[config.mk]
export PLATFORM = sky130hd
export DESIGN_NAME = lpc_postcode_fifo
export DESIGN_NICKNAME = d
export VERILOG_FILES = /design/src/rtl/lpc_postcode_fifo.sv
export SDC_FILE = /design/constraint.sdc
export NUM_CORES = 1
export LEC_CHECK = 0
export CORE_ASPECT_RATIO = 0.6
export CORE_UTILIZATION = 50
export CTS_CLUSTER_DIAMETER = 120
export DETAILED_ROUTE_END_ITERATION = 10
export HOLD_SLACK_MARGIN = 0.06
export PLACE_DENSITY_LB_ADDON = 0.25
export SLEW_MARGIN = 20
export SYNTH_ARGS = -nofsm -noshare
export SYNTH_HDL_FRONTEND = slang
export SYNTH_SLANG_ARGS = --single-unit
[constraint.sdc]
create_clock -name clk_i -period 4.4 [get_ports clk_i]
set_clock_uncertainty 0.1 [all_clocks]
set_input_delay 0.88 -clock clk_i [delete_from_list [all_inputs] [get_ports clk_i]]
set_output_delay 0.88 -clock clk_i [all_outputs]
set_load 0.1 [all_outputs]
[src/rtl/lpc_postcode_fifo.sv]
// lpc_postcode_fifo
// Captures host I/O writes to the POST-code port into a small show-ahead FIFO
// and presents them on a valid/ready stream. Also keeps the most recent code,
// a sticky overflow flag and a saturating drop counter.
// Optional build macro: LPC_POSTCODE_TIMESTAMP_EN adds a free-running 16-bit
// cycle counter, stores its value with each entry and exposes code_time_o.
// DEPTH must equal 2**PTR_W so that pointers wrap naturally.
module lpc_postcode_fifo #(
    parameter logic [15:0] PORT_ADDR = 16'h0080,
    parameter int          DEPTH     = 16,
    parameter int          PTR_W     = 4
) (
    input  logic             clk_i,
    input  logic             rst_i,
    input  logic [15:0]      periph_addr_i,
    input  logic [7:0]       periph_data_i,
    input  logic             periph_wr_strobe_i,
    input  logic             periph_memory_cycle_i,
    output logic [7:0]       code_data_o,
    output logic             code_valid_o,
    input  logic             code_ready_i,
    output logic [PTR_W:0]   fifo_level_o,
    output logic [7:0]       last_code_o,
    output logic             overflow_o,
    output logic [7:0]       drop_count_o,
`ifdef LPC_POSTCODE_TIMESTAMP_EN
    output logic [15:0]      code_time_o,
`endif
    input  logic             overflow_clr_i
);

    localparam logic [PTR_W:0]   FULL_LVL = DEPTH[PTR_W:0];
    localparam logic [PTR_W:0]   LVL_ONE  = {{PTR_W{1'b0}}, 1'b1};
    localparam logic [PTR_W-1:0] PTR_ONE  = {{(PTR_W-1){1'b0}}, 1'b1};

    logic [7:0]       mem [DEPTH];
    logic [PTR_W-1:0] wr_ptr;
    logic [PTR_W-1:0] rd_ptr;
    logic [PTR_W:0]   level;

    logic hit;
    logic empty;
    logic full;
    logic pop;
    logic push;
    logic drop;

    assign hit   = periph_wr_strobe_i & ~periph_memory_cycle_i &
                   (periph_addr_i == PORT_ADDR);
    assign empty = (level == '0);
    assign full  = (level == FULL_LVL);
    assign pop   = ~empty & code_ready_i;
    // A full FIFO still accepts a code when the head leaves in the same cycle.
    assign push  = hit & (~full | pop);
    assign drop  = hit & full & ~pop;

    assign code_valid_o = ~empty;
    assign code_data_o  = empty ? 8'h00 : mem[rd_ptr];
    assign fifo_level_o = level;

    // Storage array; contents need no reset because level gates visibility.
    always_ff @(posedge clk_i) begin
        if (!rst_i && push) begin
            mem[wr_ptr] <= periph_data_i;
        end
    end

    // Pointers and occupancy.
    always_ff @(posedge clk_i) begin
        if (rst_i) begin
            wr_ptr <= '0;
            rd_ptr <= '0;
            level  <= '0;
        end else begin
            if (push) begin
                wr_ptr <= wr_ptr + PTR_ONE;
            end
            if (pop) begin
                rd_ptr <= rd_ptr + PTR_ONE;
            end
            if (push && !pop) begin
                level <= level + LVL_ONE;
            end else if (pop && !push) begin
                level <= level - LVL_ONE;
            end
        end
    end

    // Last code seen, updated on every hit including dropped ones.
    always_ff @(posedge clk_i) begin
        if (rst_i) begin
            last_code_o <= 8'h00;
        end else if (hit) begin
            last_code_o <= periph_data_i;
        end
    end

    // Overflow status; a drop in the same cycle as a clear restarts the count at 1.
    always_ff @(posedge clk_i) begin
        if (rst_i) begin
            overflow_o   <= 1'b0;
            drop_count_o <= 8'h00;
        end else if (drop) begin
            overflow_o <= 1'b1;
            if (overflow_clr_i) begin
                drop_count_o <= 8'h01;
            end else if (drop_count_o != 8'hFF) begin
                drop_count_o <= drop_count_o + 8'h01;
            end
        end else if (overflow_clr_i) begin
            overflow_o   <= 1'b0;
            drop_count_o <= 8'h00;
        end
    end

`ifdef LPC_POSTCODE_TIMESTAMP_EN
    logic [15:0] ts_cnt;
    logic [15:0] ts_mem [DEPTH];

    assign code_time_o = empty ? 16'h0000 : ts_mem[rd_ptr];

    // Free-running cycle counter used as the capture timestamp.
    always_ff @(posedge clk_i) begin
        if (rst_i) begin
            ts_cnt <= 16'h0000;
        end else begin
            ts_cnt <= ts_cnt + 16'h0001;
        end
    end

    // Timestamp storage written alongside the code data.
    always_ff @(posedge clk_i) begin
        if (!rst_i && push) begin
            ts_mem[wr_ptr] <= ts_cnt;
        end
    end
`endif

endmodule
==> out/summary.json <==
{
  "clock-root-buffer": {"value": "sky130_fd_sc_hd__clkbuf_16"},
  "muxShareOfSynthArea": {"value": 15.4, "unit": "%"},
  "yosysWarnings": {"value": 0},
  "finalSetupViolations": {"value": 0},
  "detailedRoute.firstIterationViolations": {"value": 213},
  "timing.final.hold_violations": {"value": 0},
  "syn-instance-count": {"value": 392},
  "slew-limit-headroom": {"value": 33.1, "unit": "%"},
  "relative_contribution_of_the_clock_network_to_total_power": {"value": 33.0, "unit": "%"},
  "cts_max_path_buffers": {"value": 2},
  "io_pins": {"value": 61},
  "h-tree-depth": {"value": 4},
  "timing.setup.critical_path_class": {"value": "input port to flip-flop"},
  "antenna_found_initial": {"value": 0},
  "worst-path-max-fanout": {"value": 4},
  "num-fill-cells": {"value": 932},
  "clock_sink_count": {"value": 162},
  "grt_max_degree": {"value": 33},
  "final_min_period_over_clock_period": {"value": 84.4, "unit": "%"},
  "report.power.total": {"value": 4.29, "unit": "mW"},
  "final_cell_area": {"value": 7940, "unit": "sq um"},
  "final.min_clock_period": {"value": 3.71, "unit": "ns"},
  "synth.net_count": {"value": 433},
  "global_route.usage.total": {"value": 21.7, "unit": "%"},
  "max_cap_violations": {"value": 0},
  "cts_hold_repair.buffers": {"value": 0},
  "comb_power_share": {"value": 27.3, "unit": "%"},
  "port_buffers": {"value": 60},
  "power_switching_share": {"value": 33.9, "unit": "%"},
  "layout.cells.non_filler": {"value": 644},
  "global_route_wire_length_before_repair": {"value": 20.9, "unit": "mm"},
  "fmax": {"value": 269, "unit": "MHz"},
  "synth_area_per_cell": {"value": 16.8, "unit": "sq um"},
  "floorplan.die.width": {"value": 150, "unit": "microns"},
  "place_area": {"value": 7370, "unit": "sq um"},
  "p_per_area": {"value": 541, "unit": "nW/um^2"},
  "crit_path_max_incr_delay": {"value": 0.42, "unit": "ns"},
  "synthAdderAreaFrac": {"value": 2.20, "unit": "%"},
  "path_common_cell": {"value": "sky130_fd_sc_hd__ha_1"},
  "clk_pin_slew_worst_paths": {"value": 0.07, "unit": "ns"},
  "row_count": {"value": 32},
  "fp.dieH": {"value": 90.9, "unit": "microns"},
  "setup_ws_post_layout": {"value": 0.686, "unit": "ns"},
  "post-route-drc-count": {"value": 0},
  "share_of_flip_flops_with_an_asynchronous_set_or_reset": {"value": 0, "unit": "%"},
  "synth_simple_gate_area_share": {"value": 8.22, "unit": "%"},
  "grt_pass1_vias": {"value": 3650},
  "antenna-diode-count": {"value": 0},
  "number_of_cells_upsized_or_downsized_after_cts": {"value": 0},
  "fin_nets": {"value": 502},
  "synth_xor_area_share": {"value": 1.06, "unit": "%"},
  "gr-total-overflow": {"value": 0},
  "area_delta_synth_final": {"value": 20.4, "unit": "%"},
  "via_per_inst": {"value": 5.73},
  "post_cts.repair.setup_buffers": {"value": 0},
  "cp_cell_sequence": {"value": "clkdlybuf4s50_1, nor4b_2, nand4_1, nor3_1, ha_1, inv_1, ha_1, a21o_1, a21oi_1, mux2i_1, mux2_2"},
  "clk-insertion-delay-late": {"value": 0.41, "unit": "ns"},
  "net-switching-power": {"value": 1.46, "unit": "mW"},
  "drt_wl_total": {"value": 13.5, "unit": "mm"},
  "syn-cell-area": {"value": 6590, "unit": "sq um"},
  "signal_arrival_time_at_the_worst_endpoint": {"value": 3.92, "unit": "ns"},
  "cell_internal_pwr": {"value": 2.84, "unit": "mW"},
  "end_kind": {"value": "flip-flop"},
  "place_ws": {"value": 0.240, "unit": "ns"},
  "min_path_type": {"value": "flip-flop to flip-flop"},
  "drv_slew": {"value": 0},
  "dp.final_hpwl": {"value": 9.16, "unit": "mm"},
  "placeableCoreArea": {"value": 12900, "unit": "sq um"},
  "ys.flop_type": {"value": "sky130_fd_sc_hd__edfxtp_1"},
  "post_placement_cell_count": {"value": 612},
  "worst_ep_required_time": {"value": 4.60, "unit": "ns"},
  "drt-pass1-iter-count": {"value": 5},
  "tightest_slew": {"value": 1.00, "unit": "ns"},
  "number_of_enable_type_register_cells_in_the_synthesized_netlist": {"value": 128},
  "number_of_buffers_created_by_cts": {"value": 17},
  "worst_path_max_delay_cell": {"value": "sky130_fd_sc_hd__nor3_1"},
  "tritoncts": {"value": "done"},
  "post_route_cells_drive_above_1_share": {"value": 19.0, "unit": "%"},
  "netlist-cell-type-count": {"value": 46},
  "seq_power_share": {"value": 39.7, "unit": "%"},
  "compound_gate_fraction_of_synth_area": {"value": 2.96, "unit": "%"},
  "antenna_violating_nets_post_route": {"value": 0},
  "routed_wl_per_cell": {"value": 21.0, "unit": "microns"},
  "start_kind": {"value": "input port"},
  "vdd_ir_drop_max": {"value": 306, "unit": "uV"},
  "place.gp.congestion": {"value": 0.876},
  "synth.yosys.seq_area_share": {"value": 68.7, "unit": "%"},
  "die_area": {"value": 13700, "unit": "sq um"},
  "floorplan.initialDensity": {"value": 51.3, "unit": "%"},
  "regToRegSetupSlack": {"value": 1.13, "unit": "ns"},
  "leakagePower": {"value": 2.57, "unit": "nW"},
  "run_status": {"value": "completed"},
  "num_vias": {"value": 3692},
  "whs": {"value": 0.395, "unit": "ns"},
  "dominant_combinational_cell_family_by_area_after_synthesis": {"value": "multiplexers"},
  "yosys_register_bits": {"value": 162},
  "rsz0062_at_grt": {"value": "false"}
}
through the flow:
stage,TNS [ns],util [%]
floorplan,-3.77,-
global placement,0,57.3
detailed placement,0,57.3
CTS,0,61.8
global route,0,61.8
finish,0,61.8
worst max-delay path: cells and delay by family:
family | cells | cell delay [ns]
AOI/OAI and AO/OA | 2 | 0.38
and+or+nand+nor | 3 | 0.94
buffers and inverters | 2 | 0.52
muxes | 2 | 0.57
adders and majority gates | 2 | 0.63
power by group through the flow:
stage | Clock (mW) | Combinational, mW | Sequential [mW]
2_1_floorplan | 0 | 0.805 | 1.83
3_3_place_gp | 0 | 1.16 | 1.74
3_5_place_dp | 0 | 1.18 | 1.74
4_1_cts | 1.44 | 1.18 | 1.70
5_1_grt | 1.51 | 1.23 | 1.71
6_report | 1.42 | 1.17 | 1.70
kinds of logic after synthesis:
group,count (synthesis)
mux,61
flops,162
buf+inv,24
xor+xnor,8
fa+ha+maj,11
simple gates,94
compound gates,32
synthesized netlist by cell type (5+ instances only):
master / number / area share [%]
sky130_fd_sc_hd__a21oi_1: 12 / 0.91
sky130_fd_sc_hd__buf_1: 5 / 0.28
sky130_fd_sc_hd__o22ai_1: 8 / 0.76
sky130_fd_sc_hd__inv_1: 6 / 0.34
sky130_fd_sc_hd__nand2_1: 7 / 0.40
sky130_fd_sc_hd__and3_1: 12 / 1.1
sky130_fd_sc_hd__mux2i_1: 28 / 4.3
sky130_fd_sc_hd__edfxtp_1: 128 / 58
sky130_fd_sc_hd__clkbuf_1: 9 / 0.51
sky130_fd_sc_hd__mux4_2: 32 / 11
sky130_fd_sc_hd__dfxtp_1: 34 / 10
sky130_fd_sc_hd__ha_1: 10 / 1.9
sky130_fd_sc_hd__nor2_1: 31 / 1.8
sky130_fd_sc_hd__nand3_1: 8 / 0.61
placed cells by master (no fill, tap or decap), types with 3 or more instances in the layout:
master,count
sky130_fd_sc_hd__a21oi_1,12
sky130_fd_sc_hd__and2_1,4
sky130_fd_sc_hd__and3_1,12
sky130_fd_sc_hd__buf_4,16
sky130_fd_sc_hd__clkbuf_16,17
sky130_fd_sc_hd__clkdlybuf4s50_1,52
sky130_fd_sc_hd__dfxtp_1,33
sky130_fd_sc_hd__edfxtp_1,128
sky130_fd_sc_hd__ha_1,10
sky130_fd_sc_hd__inv_1,6
sky130_fd_sc_hd__inv_6,6
sky130_fd_sc_hd__mux2i_1,28
sky130_fd_sc_hd__mux4_2,32
sky130_fd_sc_hd__nand2_1,7
sky130_fd_sc_hd__nand3_1,8
sky130_fd_sc_hd__nor2_1,31
sky130_fd_sc_hd__nor3_1,3
sky130_fd_sc_hd__nor4_2,3
sky130_fd_sc_hd__o21ai_0,3
sky130_fd_sc_hd__o22ai_1,8
sky130_fd_sc_hd__or3_1,3
sky130_fd_sc_hd__or4_1,3
sky130_fd_sc_hd__xnor2_1,4
sky130_fd_sc_hd__xor2_1,4
layout make-up:
type | instances | area, sq um | area share [%]
clock buffer | 17 | 425 | 5.36
clock inverter | 15 | 146 | 1.84
inverter | 6 | 22.5 | 0.284
multi-input combinational | 206 | 1960 | 24.7
sequential | 162 | 4530 | 57.0
tap | 170 | 213 | 2.68
timing repair buffer | 68 | 641 | 8.07
layer usage:
layer	track usage, %	wire [microns]	vias up
li1	-	-	1697
met4	6.82	153	0
met1	34.9	6550	1842
met3	4.44	1010	18
met2	29.1	5790	135
met5	0	0	-
sequential cells by signal, summed over array words and instances, names as in the netlist, named ones only:
signal        flops
mem             128
drop_count_o      8
last_code_o       8
fifo_level_o      5
rd_ptr            4
wr_ptr            4
overflow_o        1
path summary, 6_finish.rpt:
check | from | to | depth (start not counted)
worst max-delay path | periph_addr_i[4] | fifo_level_o[4]$_SDFFE_PP0P_ | 11
worst min-delay path | rd_ptr[3]$_SDFFE_PP0P_ | rd_ptr[3]$_SDFFE_PP0P_ | 2
worst max register to register | fifo_level_o[0]$_SDFFE_PP0P_ | fifo_level_o[4]$_SDFFE_PP0P_ | 10
worst min register to register | rd_ptr[3]$_SDFFE_PP0P_ | rd_ptr[3]$_SDFFE_PP0P_ | 2
Power figures use the tool's default switching activity.
